## src/rtl/flit_uart_serializer.sv

```systemverilog
// flit_uart_serializer
//   Transmit side of the inter-device UART link. Accepts one flit over a valid/ready
//   handshake and shifts it out as FLIT_WIDTH/8 UART frames, byte 0 (flit[7:0]) first,
//   each byte LSB first. The next flit is held off until the last stop bit has finished.
//
//   Handshake: a flit transfers on a rising nocclk edge where flit_in_valid and
//   flit_in_ready are both high. flit_in_ready is high only in IDLE and is purely
//   combinational from the state register. flit_in is sampled only on that edge, and
//   valid seen while ready is low has no effect.
//
//   Optional feature macro: FLIT_UART_PARITY_EN
//     defined   : 8E1 frames (even parity bit inserted after the data bits)
//     undefined : 8N1 frames (no parity state or parity logic)
module flit_uart_serializer #(
    parameter int FLIT_WIDTH   = 128,
    parameter int CLKS_PER_BIT = 16
) (
    input  logic                  nocclk,
    input  logic                  rst,
    input  logic [FLIT_WIDTH-1:0] flit_in,
    input  logic                  flit_in_valid,
    output logic                  flit_in_ready,
    output logic                  uart_tx,
    output logic                  busy,
    output logic                  flit_done,
    output logic [2:0]            state_dbg_o
);

    localparam int NUM_BYTES = FLIT_WIDTH / 8;
    localparam int BAUD_W    = (CLKS_PER_BIT > 1) ? $clog2(CLKS_PER_BIT) : 1;
    localparam int BYTE_W    = (NUM_BYTES > 1) ? $clog2(NUM_BYTES) : 1;

    localparam logic [BAUD_W-1:0] BAUD_LAST = BAUD_W'(CLKS_PER_BIT - 1);
    localparam logic [BYTE_W-1:0] BYTE_LAST = BYTE_W'(NUM_BYTES - 1);

    // Reject parameter combinations the framing logic cannot represent.
    generate
        if ((FLIT_WIDTH % 8) != 0 || FLIT_WIDTH < 8) begin : g_bad_width
            $error("flit_uart_serializer: FLIT_WIDTH must be a non-zero multiple of 8");
        end
        if (CLKS_PER_BIT < 2) begin : g_bad_baud
            $error("flit_uart_serializer: CLKS_PER_BIT must be >= 2");
        end
    endgenerate

`ifdef FLIT_UART_PARITY_EN
    typedef enum logic [2:0] {
        S_IDLE   = 3'd0,
        S_START  = 3'd1,
        S_DATA   = 3'd2,
        S_PARITY = 3'd3,
        S_STOP   = 3'd4
    } state_t;
`else
    typedef enum logic [2:0] {
        S_IDLE   = 3'd0,
        S_START  = 3'd1,
        S_DATA   = 3'd2,
        S_STOP   = 3'd4
    } state_t;
`endif

    state_t                  state_q,  state_d;
    logic [BAUD_W-1:0]       baud_q,   baud_d;
    logic [2:0]              bit_q,    bit_d;
    logic [BYTE_W-1:0]       byte_q,   byte_d;
    logic [FLIT_WIDTH-1:0]   sr_q,     sr_d;
    logic                    tx_q,     tx_d;
`ifdef FLIT_UART_PARITY_EN
    logic                    par_q,    par_d;
`endif

    logic accept;
    logic baud_end;

    assign flit_in_ready = (state_q == S_IDLE);
    assign busy          = (state_q != S_IDLE);
    assign uart_tx       = tx_q;
    assign state_dbg_o   = state_q;
    assign accept        = flit_in_valid && flit_in_ready;
    assign baud_end      = (baud_q == BAUD_LAST);

    // State, counters, shift register and the registered line level.
    always_ff @(posedge nocclk or posedge rst) begin
        if (rst) begin
            state_q <= S_IDLE;
            baud_q  <= '0;
            bit_q   <= '0;
            byte_q  <= '0;
            sr_q    <= '0;
            tx_q    <= 1'b1;
`ifdef FLIT_UART_PARITY_EN
            par_q   <= 1'b0;
`endif
        end else begin
            state_q <= state_d;
            baud_q  <= baud_d;
            bit_q   <= bit_d;
            byte_q  <= byte_d;
            sr_q    <= sr_d;
            tx_q    <= tx_d;
`ifdef FLIT_UART_PARITY_EN
            par_q   <= par_d;
`endif
        end
    end

    // Next-state logic; tx_d is the line level for the state being entered so the
    // registered output changes on the same edge as the state.
    always_comb begin
        state_d   = state_q;
        baud_d    = baud_q;
        bit_d     = bit_q;
        byte_d    = byte_q;
        sr_d      = sr_q;
        tx_d      = tx_q;
        flit_done = 1'b0;
`ifdef FLIT_UART_PARITY_EN
        par_d     = par_q;
`endif

        // Bit-period counter runs in every non-idle state and wraps at each bit boundary.
        if (state_q != S_IDLE) begin
            baud_d = baud_end ? '0 : baud_q + BAUD_W'(1);
        end

        case (state_q)
            S_IDLE: begin
                baud_d = '0;
                tx_d   = 1'b1;
                if (accept) begin
                    state_d = S_START;
                    sr_d    = flit_in;
                    byte_d  = '0;
                    tx_d    = 1'b0;
                end
            end

            S_START: begin
                if (baud_end) begin
                    state_d = S_DATA;
                    bit_d   = 3'd0;
                    tx_d    = sr_q[0];
`ifdef FLIT_UART_PARITY_EN
                    // Parity of the whole byte, taken before any of it is shifted out.
                    par_d   = ^sr_q[7:0];
`endif
                end
            end

            S_DATA: begin
                if (baud_end) begin
                    sr_d = {1'b0, sr_q[FLIT_WIDTH-1:1]};
                    if (bit_q == 3'd7) begin
`ifdef FLIT_UART_PARITY_EN
                        state_d = S_PARITY;
                        tx_d    = par_q;
`else
                        state_d = S_STOP;
                        tx_d    = 1'b1;
`endif
                    end else begin
                        bit_d = bit_q + 3'd1;
                        tx_d  = sr_q[1];
                    end
                end
            end

`ifdef FLIT_UART_PARITY_EN
            S_PARITY: begin
                if (baud_end) begin
                    state_d = S_STOP;
                    tx_d    = 1'b1;
                end
            end
`endif

            S_STOP: begin
                if (baud_end) begin
                    if (byte_q == BYTE_LAST) begin
                        state_d   = S_IDLE;
                        tx_d      = 1'b1;
                        flit_done = 1'b1;
                    end else begin
                        // Next byte starts immediately; no idle gap between frames.
                        byte_d  = byte_q + BYTE_W'(1);
                        state_d = S_START;
                        tx_d    = 1'b0;
                    end
                end
            end

            default: begin
                state_d = S_IDLE;
                tx_d    = 1'b1;
            end
        endcase
    end

endmodule

```

## config.mk

```make
export PLATFORM = sky130hd
export DESIGN_NAME = flit_uart_serializer
export DESIGN_NICKNAME = d
export VERILOG_FILES = /design/src/rtl/flit_uart_serializer.sv
export SDC_FILE = /design/constraint.sdc
export NUM_CORES = 1
export LEC_CHECK = 0
export CAP_MARGIN = 20
export CORE_ASPECT_RATIO = 0.5
export CORE_MARGIN = 8
export CORE_UTILIZATION = 36
export DETAILED_ROUTE_END_ITERATION = 6
export PLACE_DENSITY = 0.7
export RECOVER_POWER = 25
export SYNTH_ARGS = -nofsm -noshare
export SYNTH_HDL_FRONTEND = slang
export SYNTH_SLANG_ARGS = --single-unit
```

## constraint.sdc

```tcl
create_clock -name nocclk -period 8.05 [get_ports nocclk]
set_clock_uncertainty 0.1 [all_clocks]
set_input_delay 2.415 -clock nocclk [delete_from_list [all_inputs] [get_ports nocclk]]
set_output_delay 2.415 -clock nocclk [all_outputs]
set_load 0.005 [all_outputs]
```

-- Word-level counts from Yosys, hierarchy flattened
Index checks and enable logic that the tools add are counted.
- register bits: 143
- output and inout bits: 7
- $add $sub $neg: 3
- equal/unequal tests: 13
- multiplexer cells: 30
- reduce and logical (&&, ||, !) cells: 12
- operators with widths (cell ; count):
    $mux W128 ; 2
    $pmux W128 S2 ; 1
    $mux W3 ; 8
    $mux W4 ; 6
    $ne A2 B2 Y1 const B ; 6
    $pmux W3 S4 ; 1
    $mux W1 ; 9
    $add A4 B1 Y4 const B ; 2
    $eq A4 B4 Y1 const B ; 2
    $pmux W4 S2 ; 1
    $reduce_and A4 Y1 ; 2
    $reduce_bool A2 Y1 ; 4
    $eq A3 B3 Y1 const B ; 2
    $pmux W3 S2 ; 1
    $reduce_and A3 Y1 ; 2
    $reduce_and A5 Y1 ; 1
    $pmux W1 S4 ; 1
    $add A3 B1 Y3 const B ; 1
    $eq A3 B1 Y1 const B ; 1
    $eq A3 B2 Y1 const B ; 1
    $logic_not A3 Y1 ; 1
    $reduce_bool A3 Y1 ; 1
    $ne A2 B1 Y1 const B ; 1
    $logic_and A1 B1 Y1 ; 1

-- Logic depth before layout (Yosys ltp)
Gate-level depths: netlist of run 1.
- depth in word-level cells: 4
- mapped depth: 7
- mapped depth without buffers: 6

-- Worst setup path after synthesis of run 1
Ideal clock, no wire load.
- path type: register to output
- start: reg state_q[1], in the netlist state_dbg_o[1]
- end: out busy
- arrival: 1212 ps
- required time: 5535 ps
- path slack: 4323 ps
- cell stages (with the launch flop): 5
- buffers on the path: 1
- cells stage by stage: dfrtp_1 > buf_2 > or2_2 > nor2_1 > inv_1
- cells in the longest elaborated chain, start to end: 1
- RTL lines (item ; RTL line ; RTL):
    start: declaration ; 63 ; state_t state_q, state_d;
    start signal: assignment ; 96 ; state_q <= state_d;
    $reduce_bool A3 Y1 ; 77 ; assign busy = (state_q != S_IDLE);
    end: declaration ; 24 ; output logic busy,
Every way passes these cells.

==> flow_metrics.env, run 1 <==
export IMPL_cts_resized=0
export IMPL_pin_count=138
export IMPL_timing_rr_end="sr_q[79]"
export IMPL_drt_pass1_iter_count=5
export IMPL_drcViolationCount=0
export IMPL_fin_crit_ns=5.570
export IMPL_worst_pin_slew_ns=3.325
export IMPL_hold_ws_ns=0.4026
export IMPL_grtUsageTotal=0.1280
export IMPL_syn_to_final_growth_pct=31.29
export IMPL_rsz0062_at_grt="no"
export IMPL_tritoncts="built"
export IMPL_synth_warnings=0
export IMPL_end_kind="asynchronous set/reset pin"
export IMPL_antenna_found_initial=0
export IMPL_grt_pass1_wl_mm=24.89
export IMPL_drive_gt1_frac=0.05405
export IMPL_hpwlAfterDp_mm=10.18
export IMPL_fin_nets=900
export IMPL_vias=4912
export IMPL_layout_setup_ws_ns=2.480
export IMPL_initial_core_util=0.3663
export IMPL_synthCells=651
export IMPL_placed_area_sq_um=8194
export IMPL_multi_input_area_sq_um=2861
export IMPL_power_mw=1.713
export IMPL_synth_main_ff_cell="dfrtp_1"
export IMPL_grt_pass1_vias=5047
export IMPL_drv_cap=1
export IMPL_setup_viol=0
export IMPL_routed_wl_mm=14.95
export IMPL_postLayoutCellArea_sq_um=8825
export IMPL_holdCritStartpoint="uart_tx"
export IMPL_core_area_sq_um=18350
export IMPL_grt_start_max_net_pins=217
export IMPL_clock_path_buffers=2
export IMPL_synth_most_common_cell="dfrtp_1"
export IMPL_via_per_inst=4.830
export IMPL_cts_made_buffers=17
export IMPL_r2r_start="state_dbg_o[1]"
export IMPL_avgRoutedWirePerCell_um=14.70
export IMPL_fp_dieW_um=209.2
export IMPL_p_per_area_nw_per_um2=194.1
export IMPL_final_core_util=0.4809
export IMPL_leakagePower_nw=4.450
export IMPL_ys_seq_elements=143
export IMPL_cts_root_buf="clkbuf_16"
export IMPL_slew_viol_final=76
export IMPL_relSlewSlack=-1.229
export IMPL_ant_nets=0
export IMPL_cts_sinks=143
export IMPL_rows=35
export IMPL_crit_path_start="rst"
export IMPL_status="finished with violations"
export IMPL_critical_path_class="input port to asynchronous set/reset pin"
export IMPL_dp_slack_ns=3.420
export IMPL_grt_overflow_total=0
export IMPL_finalNonFillerCells=1017
export IMPL_syn_area_sq_um=6721
export IMPL_arrival_ns=5.80
export IMPL_yosys_area_top_type_share=0.5287
export IMPL_clk_pin_slew_ns=0.06
export IMPL_worstSetupStartpointType="input port"
export IMPL_hold_viol=0
export IMPL_ir_drop_mv=0.1383
export IMPL_setup_worst_path_end="state_dbg_o[1]"
export IMPL_worst_r2r_path_depth=6
export IMPL_yosys_top_cells_count="dfrtp_1, nor2_1, a21oi_1"
export IMPL_reg2reg_slack_ns=5.28
export IMPL_clk_insertion_delay_late_ns=0.41
export IMPL_syn_area_per_cell_sq_um=10.32
export IMPL_drt_iter0_markers=221
export IMPL_synth_async_reset_ratio=1.000
export IMPL_post_cts_setup_buffers=0
export IMPL_die_height_um=112.6
export IMPL_hp_class="register to register"
export IMPL_synth_edff_count=0
export IMPL_io_buffer_count=137
export IMPL_syn_nets=786
export IMPL_ys_seq_area_frac=0.5326
export IMPL_fin_crit_sh=0.6920
export IMPL_crit_path_max_fanout=75
export IMPL_antennaDiodeCount=0
export IMPL_cp_required_ns=8.27
export IMPL_fin_tns_setup_ns=0
export IMPL_n_fill_cell=1667
export IMPL_register_area_sq_um=3583
export IMPL_placed_cells=985
export IMPL_violations="max-capacitance violations, max-slew violations"
export IMPL_synth_area_leader_cell="dfrtp_1"
export IMPL_cts_htree_levels=4
export IMPL_synth_area_leaders="dfrtp_1, mux2i_1, a21oi_1, nor2_1, buf_2"
export IMPL_fmax_mhz=179.5
export IMPL_synth_distinct_cells=34
export IMPL_globalplace_congestion=0.7468
export IMPL_cts_hold_buffers_added=0
export IMPL_die_area_sq_um=23560
[worst max-delay path: stages]
cell	delay [ns]
dlygate4sd3_1	0.54
clkinvlp_2	1.88
buf_4	0.93
[placed cells by master (no fill, tap or decap), drive strengths merged, types with 2 or more instances in the layout]
cell             n
dlygate4sd3      2
clkinv           3
dfrtp          142
nand4            3
mux2             2
clkinvlp         3
bufinv           3
nand3b           6
mux2i          128
nor3             2
inv              6
a21oi          132
nand3            4
a22o             5
ha               4
clkdlybuf4s50  135
o21ai            8
nor2           136
and3             2
nand2            8
clkbuf          22
buf              6
[final cells by class]
| type | count | share of cell area |
|---|---|---|
| Sequential cell | 143 | 0.4061 |
| Clock buffer | 22 | 0.05374 |
| Timing Repair Buffer | 143 | 0.1642 |
| Inverter | 6 | 0.002694 |
| Multi-Input combinational cell | 454 | 0.3243 |
| Tap cell | 240 | 0.03403 |
| Clock inverter | 9 | 0.01503 |
[report_power, final]
group	internal, mW	switching [mW]	leakage [nW]
Clock	0.512	0.298	0.293
Sequential	0.752	0.0174	1.69
Combinational	0.0839	0.0496	2.47
[worst min-delay path by stage]
stage / slack [ns] / cells after the start / endpoint
2_1_floorplan: 0.36 / 1 / baud_q[0]
3_5_place_dp: 0.40 / 2 / uart_tx
6_report: 0.40 / 2 / uart_tx
4_1_cts: 0.41 / 2 / uart_tx
5_1_grt: 0.42 / 1 / baud_q[0]
3_3_place_gp: 0.39 / 1 / baud_q[0]
[registers in the layout, summed over array words and instances (netlist names)]
name         count
sr_q           128
baud_q           4
byte_q           4
bit_q            3
state_dbg_o      3
uart_tx          1
[metal layers]
| layer | track usage | wire (um) | vias to the layer above |
|---|---|---|---|
| met1 | 0.1479 | 6431 | 2357 |
| met4 | 0.04951 | 239 | 0 |
| met3 | 0.02643 | 302 | 13 |
| li1 | - | - | 2486 |
| met2 | 0.2312 | 7978 | 56 |
| met5 | 0 | 0 | - |
[cell families (layout without fill, tap and decap cells)]
| kind of cell | after synthesis | in the layout | share of synthesized area |
|---|---|---|---|
| AND/OR/NAND/NOR | 166 | 166 | 0.1013 |
| AO/OA/AOI/OAI | 152 | 152 | 0.1193 |
| flip-flops | 143 | 143 | 0.5326 |
| multiplexers | 130 | 130 | 0.1940 |
| buffers and inverters | 54 | 180 | 0.04281 |
| adder cells (fa/ha/maj) | 4 | 4 | 0.007446 |
| XOR/XNOR | 2 | 2 | 0.002607 |
No activity file was read; power rests on OpenSTA's default activity.
==> run 2: changes to the inputs <==
- PLACE_DENSITY: 0.7 -> 0.72
- clock period: 8.05 -> 5.1 ns (I/O delays scaled with it)
==> run 2 against run 1 <==
Against the previous run: the run still ends with max-capacitance violations, max-slew violations left; combinational power up 59%; worst setup slack worse by 1.3 ns; wire length up 0.39%; critical path depth unchanged; sequential power up 57%; clock power up 51%; global-route usage up 0.077 points; power up 55%; first-iteration DRC count up 10%; hold slack worse by 0.0015 ns; via count down 0.71%; largest power group unchanged.
==> flow_metrics.env, run 2 (synthesis results as in run 1) <==
export IMPL_status="finished with violations"
export IMPL_violations="max-capacitance violations, max-slew violations"
export IMPL_grt_start_max_net_pins=143
export IMPL_grtUsageTotal=0.1287
export IMPL_drt_iter0_markers=244
export IMPL_leakagePower_nw=4.441
export IMPL_layout_setup_ws_ns=1.209
export IMPL_postLayoutCellArea_sq_um=8801
export IMPL_placed_area_sq_um=8233
export IMPL_routed_wl_mm=15.01
export IMPL_drcViolationCount=0
export IMPL_hp_class="register to register"
export IMPL_timing_rr_end="sr_q[78]"
export IMPL_drive_gt1_frac=0.05648
export IMPL_pin_count=138
export IMPL_p_per_area_nw_per_um2=301.2
export IMPL_avgRoutedWirePerCell_um=14.73
export IMPL_cts_made_buffers=17
export IMPL_holdCritStartpoint="uart_tx"
export IMPL_dp_slack_ns=1.489
export IMPL_antennaDiodeCount=0
export IMPL_worst_pin_slew_ns=1.854
export IMPL_placed_cells=987
export IMPL_max_stage_delay_ns=0.59
export IMPL_finalNonFillerCells=1019
export IMPL_reg2reg_slack_ns=1.84
export IMPL_arrival_ns=2.26
export IMPL_cts_root_buf="clkbuf_16"
export IMPL_io_buffer_count=137
export IMPL_power_mw=2.651
export IMPL_crit_path_max_fanout=15
export IMPL_die_area_sq_um=23560
export IMPL_clock_path_buffers=2
export IMPL_relSlewSlack=-0.2430
export IMPL_clk_pin_slew_ns=0.06
export IMPL_worst_r2r_path_depth=6
export IMPL_slew_viol_final=40
export IMPL_top_regs="sr_q: 128 flops, baud_q: 4 flops, byte_q: 4 flops"
export IMPL_largest_reg_flops=128
export IMPL_cts_hold_buffers_added=0
export IMPL_fp_dieW_um=209.2
export IMPL_crit_slowest_cell="clkdlybuf4s50_1"
export IMPL_globalplace_congestion=0.7663
export IMPL_clk_insertion_delay_late_ns=0.41
export IMPL_vias=4877
export IMPL_grt_overflow_total=0
export IMPL_syn_to_final_growth_pct=30.94
export IMPL_die_height_um=112.6
export IMPL_fmax_mhz=257.0
export IMPL_drt_pass1_iter_count=4
export IMPL_core_area_sq_um=18350
export IMPL_post_cts_setup_buffers=0
export IMPL_hold_viol=0
export IMPL_grt_pass1_wl_mm=24.94
export IMPL_rsz0062_at_grt="no"
export IMPL_grt_pass1_vias=5067
export IMPL_antenna_found_initial=0
export IMPL_final_cell_mix="dfrtp_1, nor2_1, clkdlybuf4s50_1"
export IMPL_hpwlAfterDp_mm=10.47
export IMPL_worstSetupStartpointType="register"
export IMPL_fin_crit_ns=3.891
export IMPL_min_to="uart_tx"
export IMPL_fin_tns_setup_ns=0
export IMPL_final_common_cell="dfrtp_1"
export IMPL_setup_viol=0
export IMPL_rows=35
export IMPL_cts_sinks=143
export IMPL_cp_cell_sequence="or2_2, nor2_1, clkdlybuf4s50_1"
export IMPL_tritoncts="built"
export IMPL_cp_required_ns=3.47
export IMPL_via_per_inst=4.786
export IMPL_worstHoldPathCells=2
export IMPL_fin_crit_sh=0.7629
export IMPL_r2r_start="state_dbg_o[1]"
export IMPL_regMostFlops="sr_q"
export IMPL_critical_path_class="register to primary output"
export IMPL_end_kind="primary output"
export IMPL_ir_drop_mv=0.2191
export IMPL_drv_cap=1
export IMPL_cts_htree_levels=4
export IMPL_fin_nets=901
export IMPL_cts_resized=0
export IMPL_initial_core_util=0.3663
export IMPL_ant_nets=0
[run 2: cell types whose count changed in the layout (fill, tap and decap cells not counted), sizes merged]
cell / before / now
clkbuf: 22 / 19
buf: 6 / 7
clkinvlp: 3 / 5
bufinv: 3 / 2
inv: 6 / 7
clkinv: 3 / 5
[run 2: per-stage QoR]
| stage | hold WS, ns | util |
|---|---|---|
| global route | 0.4449 | 0.4796 |
| CTS | 0.4041 | 0.4805 |
| detailed placement | 0.3947 | 0.4487 |
| finish | 0.4011 | 0.4796 |
| floorplan | 0.3620 | - |
| global placement | 0.3913 | 0.4487 |
[run 2: critical path, delay by kind of cell (launching register included)]
kind          cells  cell delay [ns]
simple gates      2             0.74
buf+inv           1             0.59
flops             1             0.52
[run 2: worst max path at each step]
stage / startpoint / to / slack, ns / cells after the start
5_1_grt: state_dbg_o[0] / flit_in_ready / 1.07 / 3
3_5_place_dp: flit_in_valid / sr_q[78] / 1.49 / 6
6_report: state_dbg_o[0] / flit_in_ready / 1.21 / 3
2_1_floorplan: rst / baud_q[0] / 1.68 / 1
3_3_place_gp: flit_in_valid / sr_q[88] / 1.56 / 6
4_1_cts: state_dbg_o[0] / flit_in_ready / 1.18 / 3
[run 2: per-layer routing]
layer	up-vias	part of all wire	routed length, um	GRT usage
met5	-	0	0	0
met4	0	0.0093	140	0.03877
met3	10	0.034	511	0.03255
met2	63	0.54	8070	0.2342
met1	2310	0.42	6288	0.1478
li1	2494	-	-	-
[run 2: where the power goes]
| group | total [mW] | internal (mW) | switching, mW |
|---|---|---|---|
| sequential | 1.21 | 1.19 | 0.0281 |
| combinational | 0.213 | 0.134 | 0.0787 |
| clock | 1.22 | 0.735 | 0.488 |
| total | 2.65 | 2.06 | 0.595 |
[run 2: final cells by class]
type | count | area [sq um]
Fill cell | 1676 | 9548
Sequential cell | 143 | 3583
Multi-Input combinational cell | 454 | 2849
Timing Repair Buffer | 144 | 1461
Clock buffer | 19 | 442.9
Tap cell | 240 | 300.3
Clock inverter | 13 | 140.1
Inverter | 6 | 23.77
==> run 3: changes to the inputs <==
- clock period: 5.1 -> 3.5 ns (I/O delays scaled with it)
==> run 3 against run 2 <==
Against the previous run: the flow finishes with violations (max-slew violations); cell count increased by 0.49%; cell area up 0.64%; combinational power grew 46%; hold slack better by 0.0087 ns; clock power is 50% higher; first-iteration DRC count grew 31%; largest cell class unchanged; largest power group unchanged; highest routed layer unchanged.
==> flow_metrics.env, run 3 (synthesis results as in run 1) <==
export IMPL_post_cts_setup_buffers=0
export IMPL_final_cell_mix="dfrtp_1, nor2_1, clkdlybuf4s50_1"
export IMPL_fmax_mhz=309.4
export IMPL_r2r_start="state_dbg_o[1]"
export IMPL_dp_slack_ns=0.5418
export IMPL_cts_root_buf="clkbuf_16"
export IMPL_cp_cell_sequence="or2_2, nor2_1, clkdlybuf4s50_1"
export IMPL_ant_nets=0
export IMPL_top_regs="sr_q: 128 flops, baud_q: 4 flops, byte_q: 4 flops"
export IMPL_die_area_sq_um=23560
export IMPL_drt_iter0_markers=319
export IMPL_worst_r2r_path_depth=4
export IMPL_cp_top_family="simple AND/OR/NAND/NOR gates"
export IMPL_final_common_cell="dfrtp_1"
export IMPL_hold_viol=0
export IMPL_p_per_area_nw_per_um2=442.0
export IMPL_routed_wl_mm=15.12
export IMPL_n_fill_cell=1675
export IMPL_antenna_found_initial=0
export IMPL_tritoncts="built"
export IMPL_critical_path_class="register to primary output"
export IMPL_min_to="baud_q[0]"
export IMPL_max_stage_delay_ns=0.55
export IMPL_drcViolationCount=0
export IMPL_hp_class="register to register"
export IMPL_drt_pass1_iter_count=4
export IMPL_syn_to_final_growth_pct=31.78
export IMPL_cts_htree_levels=4
export IMPL_worst_pin_slew_ns=1.522
export IMPL_antennaDiodeCount=0
export IMPL_clk_pin_slew_ns=0.06
export IMPL_holdCritStartpoint="baud_q[0]"
export IMPL_via_per_inst=4.847
export IMPL_end_kind="primary output"
export IMPL_clock_path_buffers=2
export IMPL_final_core_util=0.4827
export IMPL_ir_drop_mv=0.2807
export IMPL_status="finished with violations"
export IMPL_grt_overflow_total=0
export IMPL_cts_hold_buffers_added=0
export IMPL_arrival_ns=2.08
export IMPL_fin_tns_setup_ns=0
export IMPL_leakagePower_nw=4.473
export IMPL_grt_start_max_net_pins=111
export IMPL_largest_reg_flops=128
export IMPL_layout_setup_ws_ns=0.2674
export IMPL_register_area_sq_um=3583
export IMPL_pin_count=138
export IMPL_rsz0062_at_grt="no"
export IMPL_drv_cap=0
export IMPL_relSlewSlack=-0.01435
export IMPL_clk_insertion_delay_late_ns=0.40
export IMPL_cts_sinks=143
export IMPL_globalplace_congestion=0.7679
export IMPL_core_area_sq_um=18350
export IMPL_reg2reg_slack_ns=0.72
export IMPL_grtUsageTotal=0.1279
export IMPL_rows=35
export IMPL_fp_dieW_um=209.2
export IMPL_worstSetupStartpointType="register"
export IMPL_vias=4963
export IMPL_finalNonFillerCells=1024
export IMPL_timing_rr_end="sr_q[75]"
export IMPL_fin_crit_sh=0.9236
export IMPL_slew_viol_final=86
export IMPL_violations="max-slew violations"
export IMPL_grt_pass1_vias=5152
export IMPL_crit_path_max_fanout=15
export IMPL_fin_nets=907
export IMPL_cts_resized=0
export IMPL_regMostFlops="sr_q"
export IMPL_setup_viol=0
export IMPL_avgRoutedWirePerCell_um=14.77
export IMPL_initial_core_util=0.3663
export IMPL_multi_input_area_sq_um=2861
export IMPL_io_buffer_count=137
export IMPL_crit_slowest_cell="dfrtp_1"
export IMPL_fin_crit_ns=3.233
export IMPL_hpwlAfterDp_mm=10.70
export IMPL_die_height_um=112.6
export IMPL_drive_gt1_frac=0.06122
export IMPL_power_mw=3.915
export IMPL_placed_cells=993
export IMPL_cts_made_buffers=17
export IMPL_cp_required_ns=2.35
export IMPL_worstHoldPathCells=1
export IMPL_path_buf_inv=1
export IMPL_grt_pass1_wl_mm=24.91
run 3: cell type report:
type | instances | area share
Clock buffer | 21 | 0.05198
Tap cell | 240 | 0.03390
Inverter | 6 | 0.002684
Timing Repair Buffer | 150 | 0.1682
Sequential cell | 143 | 0.4046
Clock inverter | 10 | 0.01554
Multi-Input combinational cell | 454 | 0.3231
run 3: through the flow:
| step | hold slack [ns] | instance area, sq um |
|---|---|---|
| finish | 0.4097 | 8857 |
| CTS | 0.4014 | 8876 |
| global placement | 0.3787 | 8278 |
| global route | 0.4347 | 8857 |
| detailed placement | 0.3921 | 8278 |
| floorplan | 0.3620 | 6725 |
run 3: worst max-delay path by stage:
stage | from | to | slack, ns | cells past startpoint
floorplan | rst | baud_q[0] | 0.56 | 1
global placement | flit_in_valid | sr_q[36] | 0.60 | 7
detailed placement | flit_in_valid | sr_q[17] | 0.54 | 7
CTS | state_dbg_o[0] | flit_in_ready | 0.24 | 3
global route | baud_q[0] | flit_done | 0.16 | 5
finish | state_dbg_o[0] | flit_in_ready | 0.27 | 3
run 3: layer usage:
layer / routed length, um / GRT usage
met1: 6305 / 0.1459
met2: 8097 / 0.2338
met3: 464 / 0.02865
met4: 255 / 0.04531
met5: 0 / 0
run 3: report_power, final:
part | total (mW) | internal, mW | switching, mW
logic | 0.310 | 0.194 | 0.116
registers | 1.77 | 1.73 | 0.0413
clock network | 1.83 | 1.15 | 0.680
